### config.mk
export PLATFORM = sky130hd
export DESIGN_NAME = pattern_sequencer
export DESIGN_NICKNAME = d
export VERILOG_FILES = /design/src/rtl/pattern_sequencer.sv
export SDC_FILE = /design/constraint.sdc
export NUM_CORES = 1
export LEC_CHECK = 0
export ABC_CLOCK_PERIOD_IN_PS = 2700
export CORE_MARGIN = 2
export CORE_UTILIZATION = 35
export DETAILED_ROUTE_END_ITERATION = 8
export PLACE_DENSITY = 0.59
export SLEW_MARGIN = 25
export SYNTH_ARGS = -nofsm -noshare
export SYNTH_HDL_FRONTEND = slang
export SYNTH_SLANG_ARGS = --single-unit
### constraint.sdc
create_clock -name clk -period 2.7 [get_ports clk]
set_input_delay 0.675 -clock clk [delete_from_list [all_inputs] [get_ports clk]]
set_output_delay 0.675 -clock clk [all_outputs]
set_load 0.1 [all_outputs]
### src/rtl/pattern_sequencer.sv
// pattern_sequencer: frame/line timing sequencer that steps a 4-entry pattern configuration table
//   clk, rst_n             : clock, asynchronous active-low reset
//   start, stop            : begin sequencing (IDLE only) / halt at next frame end (while busy)
//   cfg_we/cfg_addr/cfg_data : configuration table write port
//   cfg_last               : last table index in the rotation, captured at each frame start
//   f_sync, sync           : frame-start and line-start pulses
//   Mode/X/Y/constVal      : registered pattern configuration
//   cur_entry              : table index currently driving the configuration outputs
//   busy, frame_done       : not-IDLE flag, end-of-frame pulse
module pattern_sequencer #(
    parameter int LINE_CYCLES     = 4096,
    parameter int LINES_PER_FRAME = 32,
    parameter int BLANK_CYCLES    = 16
) (
    input  logic        clk,
    input  logic        rst_n,
    input  logic        start,
    input  logic        stop,
    input  logic        cfg_we,
    input  logic [1:0]  cfg_addr,
    input  logic [18:0] cfg_data,
    input  logic [1:0]  cfg_last,
    output logic        f_sync,
    output logic        sync,
    output logic [2:0]  Mode,
    output logic [1:0]  X,
    output logic [1:0]  Y,
    output logic [11:0] constVal,
    output logic [1:0]  cur_entry,
    output logic        busy,
    output logic        frame_done
);
    // One cycle counter serves both ACTIVE and HBLANK, so size it for the longer of the two.
    localparam int CMAX = (LINE_CYCLES > BLANK_CYCLES) ? LINE_CYCLES : BLANK_CYCLES;
    localparam int CW   = $clog2(CMAX) + 1;
    localparam int LW   = $clog2(LINES_PER_FRAME) + 1;

    typedef enum logic [2:0] {IDLE, FSTART, LSYNC, ACTIVE, HBLANK} state_t;

    state_t        state, state_nxt;
    logic [CW-1:0] cyc;
    logic [LW-1:0] line;
    logic [1:0]    ptr, last;
    logic          stop_pending;
    logic [18:0]   tbl [4];
    logic          active_end, blank_end, line_last, frame_end, halt;

    assign active_end = state == ACTIVE && cyc == CW'(LINE_CYCLES - 1);
    assign blank_end  = state == HBLANK && cyc == CW'(BLANK_CYCLES - 1);
    assign line_last  = line == LW'(LINES_PER_FRAME - 1);
    assign frame_end  = blank_end && line_last;
    // A stop arriving in the very last cycle of a frame still halts at that frame end.
    assign halt       = stop_pending | stop;

    assign f_sync     = state == FSTART;
    assign sync       = state == LSYNC;
    assign busy       = state != IDLE;
    assign frame_done = frame_end;

    always_comb begin
        state_nxt = state;
        unique case (state)
            IDLE:    state_nxt = start ? FSTART : IDLE;
            FSTART:  state_nxt = LSYNC;
            LSYNC:   state_nxt = ACTIVE;
            ACTIVE:  state_nxt = active_end ? HBLANK : ACTIVE;
            HBLANK:  state_nxt = !blank_end ? HBLANK : !line_last ? LSYNC : halt ? IDLE : FSTART;
            default: state_nxt = IDLE;
        endcase
    end

    always_ff @(posedge clk or negedge rst_n) begin
        if (!rst_n) begin
            state        <= IDLE;
            cyc          <= '0;
            line         <= '0;
            ptr          <= '0;
            last         <= '0;
            stop_pending <= 1'b0;
            Mode         <= '0;
            X            <= '0;
            Y            <= '0;
            constVal     <= '0;
            cur_entry    <= '0;
            for (int i = 0; i < 4; i++) tbl[i] <= '0;
        end else begin
            state <= state_nxt;
            if (cfg_we) tbl[cfg_addr] <= cfg_data;
            // Counter restarts on every state change and only advances while dwelling in ACTIVE/HBLANK.
            cyc <= (state_nxt == state && (state == ACTIVE || state == HBLANK)) ? cyc + CW'(1) : '0;
            if (busy && state_nxt == IDLE)
                stop_pending <= 1'b0;
            else if (busy && stop)
                stop_pending <= 1'b1;
            if (state == IDLE && start) ptr <= '0;
            if (state == FSTART) begin
                {Mode, X, Y, constVal} <= tbl[ptr];
                cur_entry              <= ptr;
                last                   <= cfg_last;
                line                   <= '0;
            end
            if (blank_end && !line_last) line <= line + LW'(1);
            // ">=" also wraps when cfg_last was lowered below the current pointer.
            if (frame_end && !halt) ptr <= (ptr >= last) ? 2'd0 : ptr + 2'd1;
        end
    end
endmodule

---- After elaboration in Yosys (flattened, before gate mapping) ----
Index checks and enable logic that the tools add are counted.
cells by class
  add/subtract/negate cells ............... 3
  magnitude comparators ................... 4
  equality and inequality tests ........... 8
  mux-type cells .......................... 20
  bitwise gates (word level) .............. 3
  reductions and logical operators ........ 19
operator list
  cell                                              count
  bitwise mux 76 bit                                1
  two-way mux 19 bit                                3
  binary-select mux 19 bit (select 2 bit)           1
  demux 19 bit (select 2 bit)                       1
  one-hot mux 3 bit (5 select lines)                1
  adder 13 x 1 -> 13 bit (second input constant)    1
  == test 13 x 12 -> 1 bit (second input constant)  1
  == test 13 x 4 -> 1 bit (second input constant)   1
  two-way mux 13 bit                                1
  two-way mux 6 bit                                 2
  logical AND 1 bit                                 10
  two-way mux 2 bit                                 4
  adder 6 x 1 -> 6 bit (second input constant)      1
  == test 3 x 2 -> 1 bit (second input constant)    2
  == test 6 x 5 -> 1 bit (second input constant)    1
  >= comparator 3 bit (second input constant)       2
  zero test 3 bit                                   2
  two-way mux 3 bit                                 2
  inverter 2 -> 3 bit                               2
  nonzero test 2 bit                                3
  two-way mux 1 bit                                 4
  == test 3 x 1 -> 1 bit (second input constant)    1
  == test 3 bit                                     1
  == test 3 bit (second input constant)             1
  7 further kinds                                   8
storage, ports and cells
  flip-flop bits (word level) ............. 124
  input bits .............................. 28
  output and inout bits ................... 25
  logic and storage cells ................. 72

---- Depth between registers and ports, before layout ----
  depth in word-level cells ............... 8
  depth in mapped cells ................... 9
  gate-level depth less buffers ........... 7

---- Worst setup path after synthesis ----
No wires, ideal clock.
  kind .................................... reg-to-output
  start point ............................. register state[1]
  end point ............................... output port frame_done
  arrival time ............................ 3.101 ns
  path slack .............................. -1.076 ns
  cell stages (with the launch flop) ...... 4
  buffers on the path ..................... 1
  cells stage by stage .................... dfrtp_1 clkbuf_1 or3b_2 nor3_1
between the ends
  word-level cells in the longest chain between the ends .. 3
RTL lines
  what                      RTL line  source
  start: declaration        40        state_t state, state_nxt;
  start signal: assignment  87        state <= state_nxt;
  == test 3 bit             49        assign blank_end = state == HBLANK && cyc == CW'(BLANK_CYCLES - 1);
  logical AND 1 bit         49
  logical AND 1 bit         51        assign frame_end = blank_end && line_last;
  end: declaration          31        output logic frame_done
No other way between the ends.

---- Final worst setup path ----
  start point ............................. register cyc[0]
  end point ............................... output port frame_done
between the ends
  word-level cells in the longest chain between the ends .. 3
RTL lines
  what                      RTL line  source
  start: declaration        41        logic [CW-1:0] cyc;
  start signal: assignment  90        cyc <= (state_nxt == state && (state == ACTIVE || state == HBLANK)) ? cyc + CW'(1) : '0;
  == test 13 x 4 -> 1 bit   49
  logical AND 1 bit         49
  logical AND 1 bit         51
No other way between the ends.

==> qor.yml <==
grt:
  grt_pass1_vias: 3691
  grt_pass1_wl_mm: 18.9
  grt_max_degree: 50
  grt_remaining_overflow: 0
  antenna_found_initial: 0
  grt_usage: 0.150
die:
  std_cell_rows: 45
  io_pins: 53
  core-area_um2: 15300
  start_util: 0.361
  design.die.area_um2: 16700
  die_w_um: 129
  chipHeight_um: 129
critical_path:
  required_ps: 2030
  critPathKind: "reg -> out"
  crit_fanout: 4
  max_stage_delay_ps: 420
  arrival_ps: 1900
  worstSetupStartpointType: "flop"
  crit_chain: "ha_4 > and3_4 > nand4_1 > nor3_4 > buf_12"
  crit_path_end_kind: "output port"
  cpMaxStageDelayCell: "dfrtp_1"
sta:
  finalSetupViolCount: 0
  worst_slack_ps: 126
  relSlewSlack: 0.627
  tightest_slew_ps: 560
  min_period_over_period: 0.953
  drv_slew: 0
  final.setup.tns_ps: 0
  hold_ws_ps: 259
  hold_viol: 0
  fmax_mhz: 388
  post-route-min-period_ps: 2570
  fin_skew_ps: 19.2
synthesis:
  synth_edf_count: 0
  synthesis.area_um2: 5500
  async_flop_share: 1.00
  yosysTopAreaCell: "dfrtp_1"
  ys_seq_area_frac: 0.564
  synth_top_area_frac: 0.564
  synth_ff_type: "dfrtp_1"
  syn_avg_cell_area_um2: 12.7
  synth-seq-cells: 124
  synthesis.nets: 465
  synth.area.top_cells: "dfrtp_1, mux2_2, mux4_2"
  yosys_warnings: 0
  yosysUniqueCellTypes: 43
  syn_inst: 433
clocking:
  clk_latency_ps: 420
  cts.root.buffer_cell: "clkbuf_16"
  numCtsBuffers: 17
  clkSinkCount: 124
  cts_tree: "yes"
  cts_buffer_depth: 2
  h-tree-depth: 4
  path_clk_slew_ps: 50
detailed_routing:
  vias: 3554
  wl_per_cell_um: 15.9
  firstDrtPassIters: 4
  antenna_left: 0
  routed_wl_mm: 11.5
  first_iter_violations: 286
  drc_errors: 0
  viasPerCell: 4.93
cells_and_area:
  fin_util: 0.455
  n_antenna_cell: 0
  fin_area_um2: 6940
  area_delta_synth_final_pct: 26.1
  finalNetCount: 529
  layout-drive-gt1-share: 0.355
status:
  status: "completed"
pwr:
  peakVddDrop_mv: 0.561
  powerDensity_nw_per_um2: 783
  power_leakage_nw: 3.04
place:
  hpwl_mm: 7.41
  post-place-ws_ps: 166
  placed_cell_area_um2: 6280
  portBuffers: 52
  gp_congestion: 0.762
hold_path:
  worstHoldPathType: "in -> async"
job:
  maxCapViolCount: 0
[cell usage after synthesis, drive strengths merged, types with 3 or more instances]
cell type	count
mux4	19
a21oi	4
o21ai	8
nand2	78
nand3	13
buf	11
ha	4
dfrtp	124
xor2	3
a21o	3
inv	5
nand4	3
nor3	7
mux2	76
xnor2	7
nor2	23
nand3b	3
clkbuf	10
and3	5
nor3b	4
[placed cells by master (no fill, tap or decap), drive strengths merged, types with 2 or more instances in the layout]
cell type,netlist,routed
clkinvlp,0,3
nand3,13,13
and3,5,5
mux2,76,76
bufinv,0,3
xor2,3,3
clkdlybuf4s50,0,26
mux4,19,19
xnor2,7,7
nand4,3,3
nand2,78,78
ha,4,4
a21oi,4,4
buf,11,40
o21ai,8,8
nor4,2,2
clkinv,1,6
a21o,3,3
nor3,7,7
dfrtp,124,124
inv,5,5
nor2,23,23
nor3b,4,4
clkbuf,10,21
o31ai,2,2
or3,2,2
o211ai,2,2
nand3b,3,3
[path summary, 6_finish.rpt]
kind                             startpoint  cells past startpoint           end  slack, ps
min in group clk                constVal[9]                      2   constVal[9]        480
worst min register to register  constVal[9]                      2   constVal[9]        480
worst min-delay path                  rst_n                      1  cur_entry[1]        260
worst max-delay path                 cyc[0]                      5    frame_done        130
worst max register to register      line[0]                      7       line[5]        690
max in group asynchronous             rst_n                      2        cyc[4]       1770
[cell type report]
type | instances | area (um2)
fill | 1393 | 8320
clock inverter | 11 | 141
tap | 211 | 264
timing repair buffer | 66 | 611
clock buffer | 21 | 470
inverter | 6 | 22.5
sequential | 124 | 3100
multi-input combinational | 282 | 2330
[sequential cells by signal (all words and copies together), names as in the netlist]
register,flops
Mode,3
X,2
Y,2
constVal,12
cur_entry,2
cyc,13
last,2
line,6
ptr,2
state,3
stop_pending,1
tbl,76
[report_power, final]
group	switching [mW]	total, mW	internal (mW)	leakage [nW]
clock network	0.792	2.31	1.52	0.295
registers	0.184	2.34	2.15	1.53
logic	0.380	0.789	0.409	1.22
[per-stage QoR]
stage	power (mW)	cells
2_1_floorplan	2.89	433
3_3_place_gp	3.10	686
5_1_grt	5.71	721
6_report	5.44	721
3_5_place_dp	3.14	686
4_1_cts	5.48	718
[critical path: cells and delay by family, from the launching register on]
family / cells / cell delay, ps
fa+ha+maj: 1 / 170
simple gates: 3 / 700
flops: 1 / 420
buf+inv: 1 / 200
[routing by layer]
metal,vias up,track usage,routed length (um)
met5,-,0,0
met4,0,0.0595,141
met3,11,0.0471,426
met2,55,0.244,5790
met1,1825,0.188,5120
li1,1663,-,-
[kinds of logic after synthesis]
kind of cell             share of synthesized area
AO/OA/AOI/OAI                               0.0280
XOR/XNOR                                    0.0159
adder cells (fa/ha/maj)                    0.00910
buffers and inverters                       0.0202
flip-flops                                   0.564
multiplexers                                 0.235
AND/OR/NAND/NOR                              0.128
[repair_timing]
action / 4_1_cts / 5_1_grt
setup endpoints to repair: 0 / 1
hold buffers: 0 / 0
resized for setup: 0 / 6
setup buffers: 0 / 3
(Power assumes the default switching activity.)
